--- src/rtl/unpool_sequencer.sv ---
// rtl/unpool_sequencer.sv - 2x2 unpooling control sequencer: raster tracking, hold/line-buffer strobes, output mux timing
module unpool_sequencer #(
  parameter int W_WIDTH  = 640,
  parameter int W_HEIGHT = 480,
  parameter int LEVEL    = 1,
  parameter int H_BITW   = $clog2(W_WIDTH),
  parameter int V_BITW   = $clog2(W_HEIGHT),
  parameter int A_BITW   = ($clog2(W_WIDTH >> (LEVEL + 1)) > 1) ? $clog2(W_WIDTH >> (LEVEL + 1)) : 1
) (
  input  logic              clock,
  input  logic              n_rst,
  input  logic              in_enable,
  input  logic [V_BITW-1:0] in_vcnt,
  input  logic [H_BITW-1:0] in_hcnt,
  output logic              hold_load,
  output logic              buf_wr_en,
  output logic [A_BITW-1:0] buf_wr_addr,
  output logic              buf_rd_en,
  output logic [A_BITW-1:0] buf_rd_addr,
  output logic [1:0]        sel,
  output logic              out_enable,
  output logic [V_BITW-1:0] out_vcnt,
  output logic [H_BITW-1:0] out_hcnt,
  output logic              frame_done,
  output logic              sync_err
);
  localparam int STEP = 1 << LEVEL;
  localparam logic [H_BITW-1:0] H_LAST     = H_BITW'(W_WIDTH - 1);
  localparam logic [V_BITW-1:0] V_LAST     = V_BITW'(W_HEIGHT - 1);
  localparam logic [H_BITW-1:0] H_PT_MASK  = H_BITW'(STEP - 1);
  localparam logic [V_BITW-1:0] V_PT_MASK  = V_BITW'(STEP - 1);
  localparam logic [H_BITW-1:0] H_SMP_MASK = H_BITW'(2 * STEP - 1);
  localparam logic [V_BITW-1:0] V_SMP_MASK = V_BITW'(2 * STEP - 1);

  typedef enum logic [1:0] {WAIT_FRAME = 2'd0, UPPER = 2'd1, LOWER = 2'd2} state_e;

  state_e            state_q, state_d, eff;
  logic              sync_err_q, sync_err_d;
  logic [V_BITW-1:0] prev_v_q, prev_v_d, pred_v;
  logic [H_BITW-1:0] prev_h_q, prev_h_d, pred_h;

  logic              hold_load_q, hold_load_d, buf_wr_en_q, buf_wr_en_d, buf_rd_en_q, buf_rd_en_d;
  logic [A_BITW-1:0] buf_wr_addr_q, buf_wr_addr_d, buf_rd_addr_q, buf_rd_addr_d;
  logic              s1_valid_q, s1_valid_d, s1_last_q, s1_last_d;
  logic [1:0]        s1_sel_q, s1_sel_d;
  logic [V_BITW-1:0] s1_v_q, s1_v_d;
  logic [H_BITW-1:0] s1_h_q, s1_h_d;

  logic              out_enable_q, out_enable_d, frame_done_q, frame_done_d;
  logic [1:0]        sel_q, sel_d;
  logic [V_BITW-1:0] out_vcnt_q, out_vcnt_d;
  logic [H_BITW-1:0] out_hcnt_q, out_hcnt_d;

  logic is_point, is_sample, at_origin, row_end, frame_last, band_lower, next_lower, right_half;

  assign is_point   = ((in_vcnt & V_PT_MASK) == '0) && ((in_hcnt & H_PT_MASK) == '0);
  assign is_sample  = ((in_vcnt & V_SMP_MASK) == '0) && ((in_hcnt & H_SMP_MASK) == '0);
  assign at_origin  = (in_vcnt == '0) && (in_hcnt == '0);
  assign row_end    = (in_hcnt == H_LAST);
  assign frame_last = row_end && (in_vcnt == V_LAST);
  assign band_lower = in_vcnt[LEVEL];
  assign right_half = in_hcnt[LEVEL];
  // The band flips on the row after the last row of a STEP-high band.
  assign next_lower = ((in_vcnt & V_PT_MASK) == V_PT_MASK) ? ~band_lower : band_lower;

  always_comb begin
    pred_h = prev_h_q + H_BITW'(1);
    pred_v = prev_v_q;
    if (prev_h_q == H_LAST) begin
      pred_h = '0;
      pred_v = (prev_v_q == V_LAST) ? '0 : prev_v_q + V_BITW'(1);
    end
  end

  always_comb begin
    eff        = WAIT_FRAME;
    state_d    = state_q;
    sync_err_d = sync_err_q;
    prev_v_d   = prev_v_q;
    prev_h_d   = prev_h_q;
    if (in_enable) begin
      prev_v_d = in_vcnt;
      prev_h_d = in_hcnt;
      eff      = state_q;
      if (state_q == WAIT_FRAME && at_origin) begin
        eff        = UPPER;
        sync_err_d = 1'b0;
      end else if (state_q != WAIT_FRAME && in_hcnt == '0 &&
                   (band_lower != (state_q == LOWER) || in_vcnt != pred_v || in_hcnt != pred_h)) begin
        eff        = WAIT_FRAME;
        sync_err_d = 1'b1;
      end
      state_d = eff;
      if (row_end) begin
        if (eff == UPPER && next_lower) begin
          state_d = LOWER;
        end else if (eff == LOWER) begin
          if (frame_last)       state_d = WAIT_FRAME;
          else if (!next_lower) state_d = UPPER;
        end
      end
    end
  end

  always_comb begin
    hold_load_d   = 1'b0;
    buf_wr_en_d   = 1'b0;
    buf_rd_en_d   = 1'b0;
    buf_wr_addr_d = buf_wr_addr_q;
    buf_rd_addr_d = buf_rd_addr_q;
    s1_valid_d    = 1'b0;
    s1_sel_d      = s1_sel_q;
    s1_v_d        = s1_v_q;
    s1_h_d        = s1_h_q;
    s1_last_d     = (eff == LOWER) && frame_last;
    if (eff == UPPER && is_sample) begin
      hold_load_d   = 1'b1;
      buf_wr_en_d   = 1'b1;
      buf_wr_addr_d = A_BITW'(in_hcnt >> (LEVEL + 1));
    end
    if (eff == LOWER && is_point) begin
      buf_rd_en_d   = 1'b1;
      buf_rd_addr_d = A_BITW'(in_hcnt >> (LEVEL + 1));
    end
    if (eff != WAIT_FRAME && is_point) begin
      s1_valid_d = 1'b1;
      s1_sel_d   = (eff == LOWER) ? 2'd2 : (right_half ? 2'd1 : 2'd0);
      s1_v_d     = in_vcnt;
      s1_h_d     = in_hcnt;
    end
  end

  // Stage 2 lines up with line-buffer read data (one cycle after buf_rd_en).
  always_comb begin
    out_enable_d = s1_valid_q;
    frame_done_d = s1_last_q;
    sel_d        = sel_q;
    out_vcnt_d   = out_vcnt_q;
    out_hcnt_d   = out_hcnt_q;
    if (s1_valid_q) begin
      sel_d      = s1_sel_q;
      out_vcnt_d = s1_v_q;
      out_hcnt_d = s1_h_q;
    end
  end

  always_ff @(posedge clock or negedge n_rst) begin
    if (!n_rst) begin
      state_q       <= WAIT_FRAME;
      sync_err_q    <= 1'b0;
      prev_v_q      <= '0;
      prev_h_q      <= '0;
      hold_load_q   <= 1'b0;
      buf_wr_en_q   <= 1'b0;
      buf_rd_en_q   <= 1'b0;
      buf_wr_addr_q <= '0;
      buf_rd_addr_q <= '0;
      s1_valid_q    <= 1'b0;
      s1_last_q     <= 1'b0;
      s1_sel_q      <= '0;
      s1_v_q        <= '0;
      s1_h_q        <= '0;
      out_enable_q  <= 1'b0;
      frame_done_q  <= 1'b0;
      sel_q         <= '0;
      out_vcnt_q    <= '0;
      out_hcnt_q    <= '0;
    end else begin
      state_q       <= state_d;
      sync_err_q    <= sync_err_d;
      prev_v_q      <= prev_v_d;
      prev_h_q      <= prev_h_d;
      hold_load_q   <= hold_load_d;
      buf_wr_en_q   <= buf_wr_en_d;
      buf_rd_en_q   <= buf_rd_en_d;
      buf_wr_addr_q <= buf_wr_addr_d;
      buf_rd_addr_q <= buf_rd_addr_d;
      s1_valid_q    <= s1_valid_d;
      s1_last_q     <= s1_last_d;
      s1_sel_q      <= s1_sel_d;
      s1_v_q        <= s1_v_d;
      s1_h_q        <= s1_h_d;
      out_enable_q  <= out_enable_d;
      frame_done_q  <= frame_done_d;
      sel_q         <= sel_d;
      out_vcnt_q    <= out_vcnt_d;
      out_hcnt_q    <= out_hcnt_d;
    end
  end

  assign hold_load   = hold_load_q;
  assign buf_wr_en   = buf_wr_en_q;
  assign buf_wr_addr = buf_wr_addr_q;
  assign buf_rd_en   = buf_rd_en_q;
  assign buf_rd_addr = buf_rd_addr_q;
  assign sel         = sel_q;
  assign out_enable  = out_enable_q;
  assign out_vcnt    = out_vcnt_q;
  assign out_hcnt    = out_hcnt_q;
  assign frame_done  = frame_done_q;
  assign sync_err    = sync_err_q;
endmodule

--- config.mk ---
export PLATFORM = sky130hd
export DESIGN_NAME = unpool_sequencer
export DESIGN_NICKNAME = d
export VERILOG_FILES = /design/src/rtl/unpool_sequencer.sv
export SDC_FILE = /design/constraint.sdc
export NUM_CORES = 1
export LEC_CHECK = 0
export BUFFER_PORTS_ARGS = -buffer_cell sky130_fd_sc_hd__buf_4
export CAP_MARGIN = 20
export CORE_MARGIN = 1
export CORE_UTILIZATION = 43
export DETAILED_ROUTE_END_ITERATION = 8
export PLACE_DENSITY = 0.75
export SLEW_MARGIN = 0
export SYNTH_ARGS = -nofsm -noshare
export SYNTH_HDL_FRONTEND = slang
export SYNTH_SLANG_ARGS = --single-unit
--- constraint.sdc ---
create_clock -name clock -period 3.33 [get_ports clock]
set_input_delay 0.4995 -clock clock [delete_from_list [all_inputs] [get_ports clock]]
set_output_delay 0.4995 -clock clock [all_outputs]
set_load 0.05 [all_outputs]
== Word level (Yosys, flattened, before mapping) ==
Cells that the tools add are included.
Storage, ports and cells
  flip-flop bits (word level): 86
  input bits: 22
  output and inout port bits: 43
  logic and storage cells: 78
Cells by class
  add/subtract/negate cells: 2
  eq/ne operators: 12
  muxes and demuxes: 20
  bitwise gates (word level): 1
  reduce and logical (&&, ||, !) cells: 25
Operator list (number)
  zero test 10 bit: 3
  zero test 9 bit: 3
  equality test 10 bit (second input constant): 2
  two-way mux 2 bit: 10
  equality test 9 bit (second input constant): 2
  two-way mux 9 bit: 2
  logical AND 1 bit: 12
  adder 10 x 1 -> 10 bit (second input constant): 1
  two-way mux 10 bit: 1
  inequality test 10 bit: 1
  adder 9 x 1 -> 9 bit (second input constant): 1
  inequality test 9 bit: 1
  two-way mux 1 bit: 7
  equality test 2 bit (second input constant): 3
  nonzero test 2 bit: 3
  equality test 2 x 1 -> 1 bit (second input constant): 2
  zero test 2 bit: 1
  logical OR 1 bit: 2
  AND reduction 2 bit: 1
  inequality test 1 bit: 1
  inverter 1 bit: 1

== Longest topological paths before layout ==
  depth after elaboration: 15
  mapped depth: 13
  gate-level depth less buffers: 11

== Worst setup path before layout ==
Ideal clock, no wire load.
  kind: register -> register
  from: register prev_h_q[0]
  to: register buf_wr_addr_q[0] (netlist: buf_wr_addr[0])
  library setup time: 0.125 ns
  arrival: 3.071 ns
  path slack: 0.134 ns
  stages on the path, launching flop included: 14
  path through: dfrtp_1 ha_1 and4_1 buf_4 and3_4 buf_8 nand4_4 nor4_2 o221ai_1 or4_4 a21oi_2 o21a_1 buf_6 mux2_4
Between the ends
  longest elaborated chain between the ends: 12
  elaborated cells on any way between the ends: 15
  those cells by class: 1 x add/sub; 4 x eq/ne; 6 x mux; 4 x reduce/logical
Ends and longest elaborated chain
  start: declaration: RTL line 40  | logic [H_BITW-1:0] prev_h_q, prev_h_d, pred_h;
  start signal: assignment: RTL line 172  | prev_h_q <= prev_h_d;
  branches (longest 4 deep; another with adder 10 x 1 -> 10 bit)
  logical OR 1 bit (*): RTL line 89  | (band_lower != (state_q == LOWER) || in_vcnt != pred_v || in_hcnt != pred_h)) begin
  logical AND 1 bit (*): RTL line 88  | end else if (state_q != WAIT_FRAME && in_hcnt == '0 &&
  two-way mux 2 bit (*): RTL line 88
  two-way mux 2 bit (*): RTL line 85  | if (state_q == WAIT_FRAME && at_origin) begin
  two-way mux 2 bit (*) (2 in a row): RTL line 81  | if (in_enable) begin
  equality test 2 x 1 -> 1 bit (*): RTL line 116  | if (eff == UPPER && is_sample) begin
  logical AND 1 bit (*): RTL line 116
  end signal: assignment: RTL line 176  | buf_wr_addr_q <= buf_wr_addr_d;
  end: declaration: RTL line 43  | logic [A_BITW-1:0] buf_wr_addr_q, buf_wr_addr_d, buf_rd_addr_q, buf_rd_addr_d;
Every way passes the cells marked *. The select of a mux whose other input is x is not followed.
A chain may end at the register's enable or synchronous reset.

== Final worst setup path ==
  from: register prev_h_q[0]
  to: register buf_wr_addr_q[5] (netlist: buf_wr_addr[5])
Same word-level chain as after synthesis.

==> metrics.txt <==
Clock Skews=9.67 ps; CTS H-tree lvls=3; top-count cell post-synth=dfrtp_1; Post-Syn Nets=372; Sum Neg Setup Slack=0 ps; min Tclk post-route=3190 ps; total power=0.00290 W; DR WL/cell=18.0 um; Reg power frac=45.1%; RSZ-0062 raised after global routing=false; Max-slew headroom=39.2%; R2R depth=12; R2R Setup Slk=140 ps; first-pass GRT wire length=16000 um; GRT met2 Usage=32.5%; Max clock buf depth=2; YS warnings=0; Worst setup SP type=flop; Final setup viols=0; IO buf count=64; DR iter-0 viols=148; Cell Pwr Density=550 mW/mm^2; Critical R2R Capture=buf_wr_addr[5]; clk slew on worst S/H paths=100 ps; status=complete, no violations; fin nets=451; met3 Use GR=2.97%; Area growth syn-to-layout=23.9%; core box area=0.00942 mm^2; Combinational Power Share=30.2%; # fillers=798; remaining antenna violation count=0; row count=35; area of the mapped netlist=0.00425 mm^2; drt drc=0; VDD IR-drop max=0.000304 V; Synth Register Bits=86; Leakage=2.39 nW; switching share of power=36.4%; CP Max Fanout=7; Mapped Cells=346; die area=0.0103 mm^2; CTS root buf=clkbuf_8; Synth top cells by count=dfrtp_1, mux2_2, nor2_1, a22o_1, mux2_4; Worst-Skew Late Latency=360 ps; sequential fraction of the synthesis area=50.7%; met1 Usage GRT=28.5%; 1st-pass router iterations=4; Internal=0.00184 W; DR vias=3141; vias in the first global route=3096; number of synthesized flops with an enable pin=0; I/O pin count=65; Overflow after GRT=0; cell taking the most area after synthesis=dfrtp_1; Chip Width=101 um; CTS tree=yes; via density per instance=5.62; ys async rst share=100%; antenna violations before repair=0; Initial Utilization=45.1%; worst slew pin tran=912 ps; dpl hpwl=6990 um; Hold Path Class=in2async; Antenna Cells=0; top cells by area, synth=dfrtp_1, mux2_2, mux2_4; clock power share=24.7%; net switching power=0.00106 W; largest net degree at the start of global routing=87; Tcrit/Tclk final=95.9%; max-cap check violation count=0; Global Route Usage Sum=20.5%; top-area cell type share of the netlist area=50.7%; CTS Buf Count=9; ratio of cells with drive above 1 in the final layout=42.1%; global placer's final weighted congestion=0.882; worst r2r src=prev_h_q[0]; Final Slew Violations=0; drt total wl=10000 um; CP Capture Type=flop; critical path data arrival time=3440 ps; synth unique cells=64; WS Path Type=reg2reg; Avg Inst Size Synth=12.3 um^2; f_max=0.313 GHz; Die H=101 um; GR peak layer=met2; Primary FF master, synth=dfrtp_1; CP Data Required Time=3580 ps; final hold vios=0; clock sinks=86
final cells by class:
| cell class | instances | area [um^2] | area share (%) |
|---|---|---|---|
| well taps | 129 | 161 | 3.07 |
| inverters | 9 | 33.8 | 0.642 |
| flip-flops and latches | 86 | 2150 | 40.9 |
| clock buffers | 10 | 138 | 2.61 |
| multi-input cells | 234 | 2040 | 38.7 |
| repair buffers | 85 | 688 | 13.1 |
| clock inverters | 6 | 53.8 | 1.02 |
power by group through the flow:
stage                     clock network (W)  logic, W  registers (W)
after global placement                    0  0.000854        0.00132
after global routing               0.000769  0.000924        0.00132
after floorplan                           0  0.000277        0.00161
after detailed placement                  0  0.000864        0.00132
after CTS                          0.000726  0.000865        0.00130
final                              0.000716  0.000875        0.00131
worst max-delay path, cell delays in order, from the launching register on:
cell and delay, ps:
dfrtp_1 360, ha_1 190, and4_4 280, and3_4 250, buf_4 150, mux2i_4 230, xnor2_1 130, nand4_1 110
or4_4 590, a21oi_4 170, o21a_4 180, clkbuf_16 150, mux2_4 290
how the worst max path moves through the flow:
stage	startpoint	to	slack (ps)	cells after the start
2_1_floorplan	prev_h_q[0]	buf_wr_addr[0]	130	13
3_3_place_gp	prev_h_q[0]	buf_wr_addr[6]	90	11
3_5_place_dp	prev_h_q[0]	buf_wr_addr[3]	7	11
4_1_cts	prev_h_q[0]	buf_wr_addr[5]	20	11
5_1_grt	prev_v_q[0]	buf_wr_addr[2]	20	11
6_report	prev_h_q[0]	buf_wr_addr[5]	140	12
metal layers:
metal	vias to the layer above	routed length (um)	share of wire, %
met5	-	0	0
met4	0	174	1.7
met3	14	344	3.4
met2	73	4820	48
met1	1594	4710	47
li1	1460	-	-
what timing repair did:
action                                  4_1_cts  5_1_grt
resized for setup                             1       18
endpoints found under the setup margin        8       29
buffers inserted                              0        2
pin swaps                                     0        3
cloned                                        0        1
hold buffers                                  0        0
hold endpoints to repair                      0        0
flip-flops by register name (all words and copies together), names as in the netlist:
name,cells
buf_wr_addr,8
s1_h_q,10
sync_err,1
out_enable_d,1
s1_sel_q,2
s1_v_q,9
frame_done_d,1
frame_done,1
out_hcnt,10
out_vcnt,9
prev_v_q,9
state_q,2
buf_rd_addr,8
buf_rd_en,1
prev_h_q,10
sel,2
buf_wr_en,1
out_enable,1
metrics by stage:
step                      setup WS (ps)  instances  area (um^2)  hold WS (ps)  util (%)
after floorplan                     134        346         4250           204         -
after global routing               16.0        559         5270          87.8      55.9
final                               137        559         5270          63.5      55.9
after detailed placement           7.36        539         4930           340      52.3
after global placement             91.6        539         4930           334      52.3
after CTS                          22.8        555         5130           361      54.4
cell families after synthesis:
| group | Yosys count | synth area share [%] |
|---|---|---|
| multiplexers | 60 | 17.0 |
| adder cells (fa/ha/maj) | 4 | 1.18 |
| AO/OA/AOI/OAI | 63 | 11.4 |
| XOR/XNOR | 16 | 3.30 |
| buffers and inverters | 26 | 3.18 |
| AND/OR/NAND/NOR | 91 | 13.3 |
| flip-flops | 86 | 50.7 |
layout by cell type (no fill, tap or decap), drive strengths merged, types with 9 or more instances in the layout:
cell and count:
dfrtp 86, buf 84, mux2 57, nor2 14, a22o 13, nand3 12
clkbuf 11, inv 11, nand2 10, xnor2 9, o21ai 9, nand4 9
(Power assumes the default switching activity.)
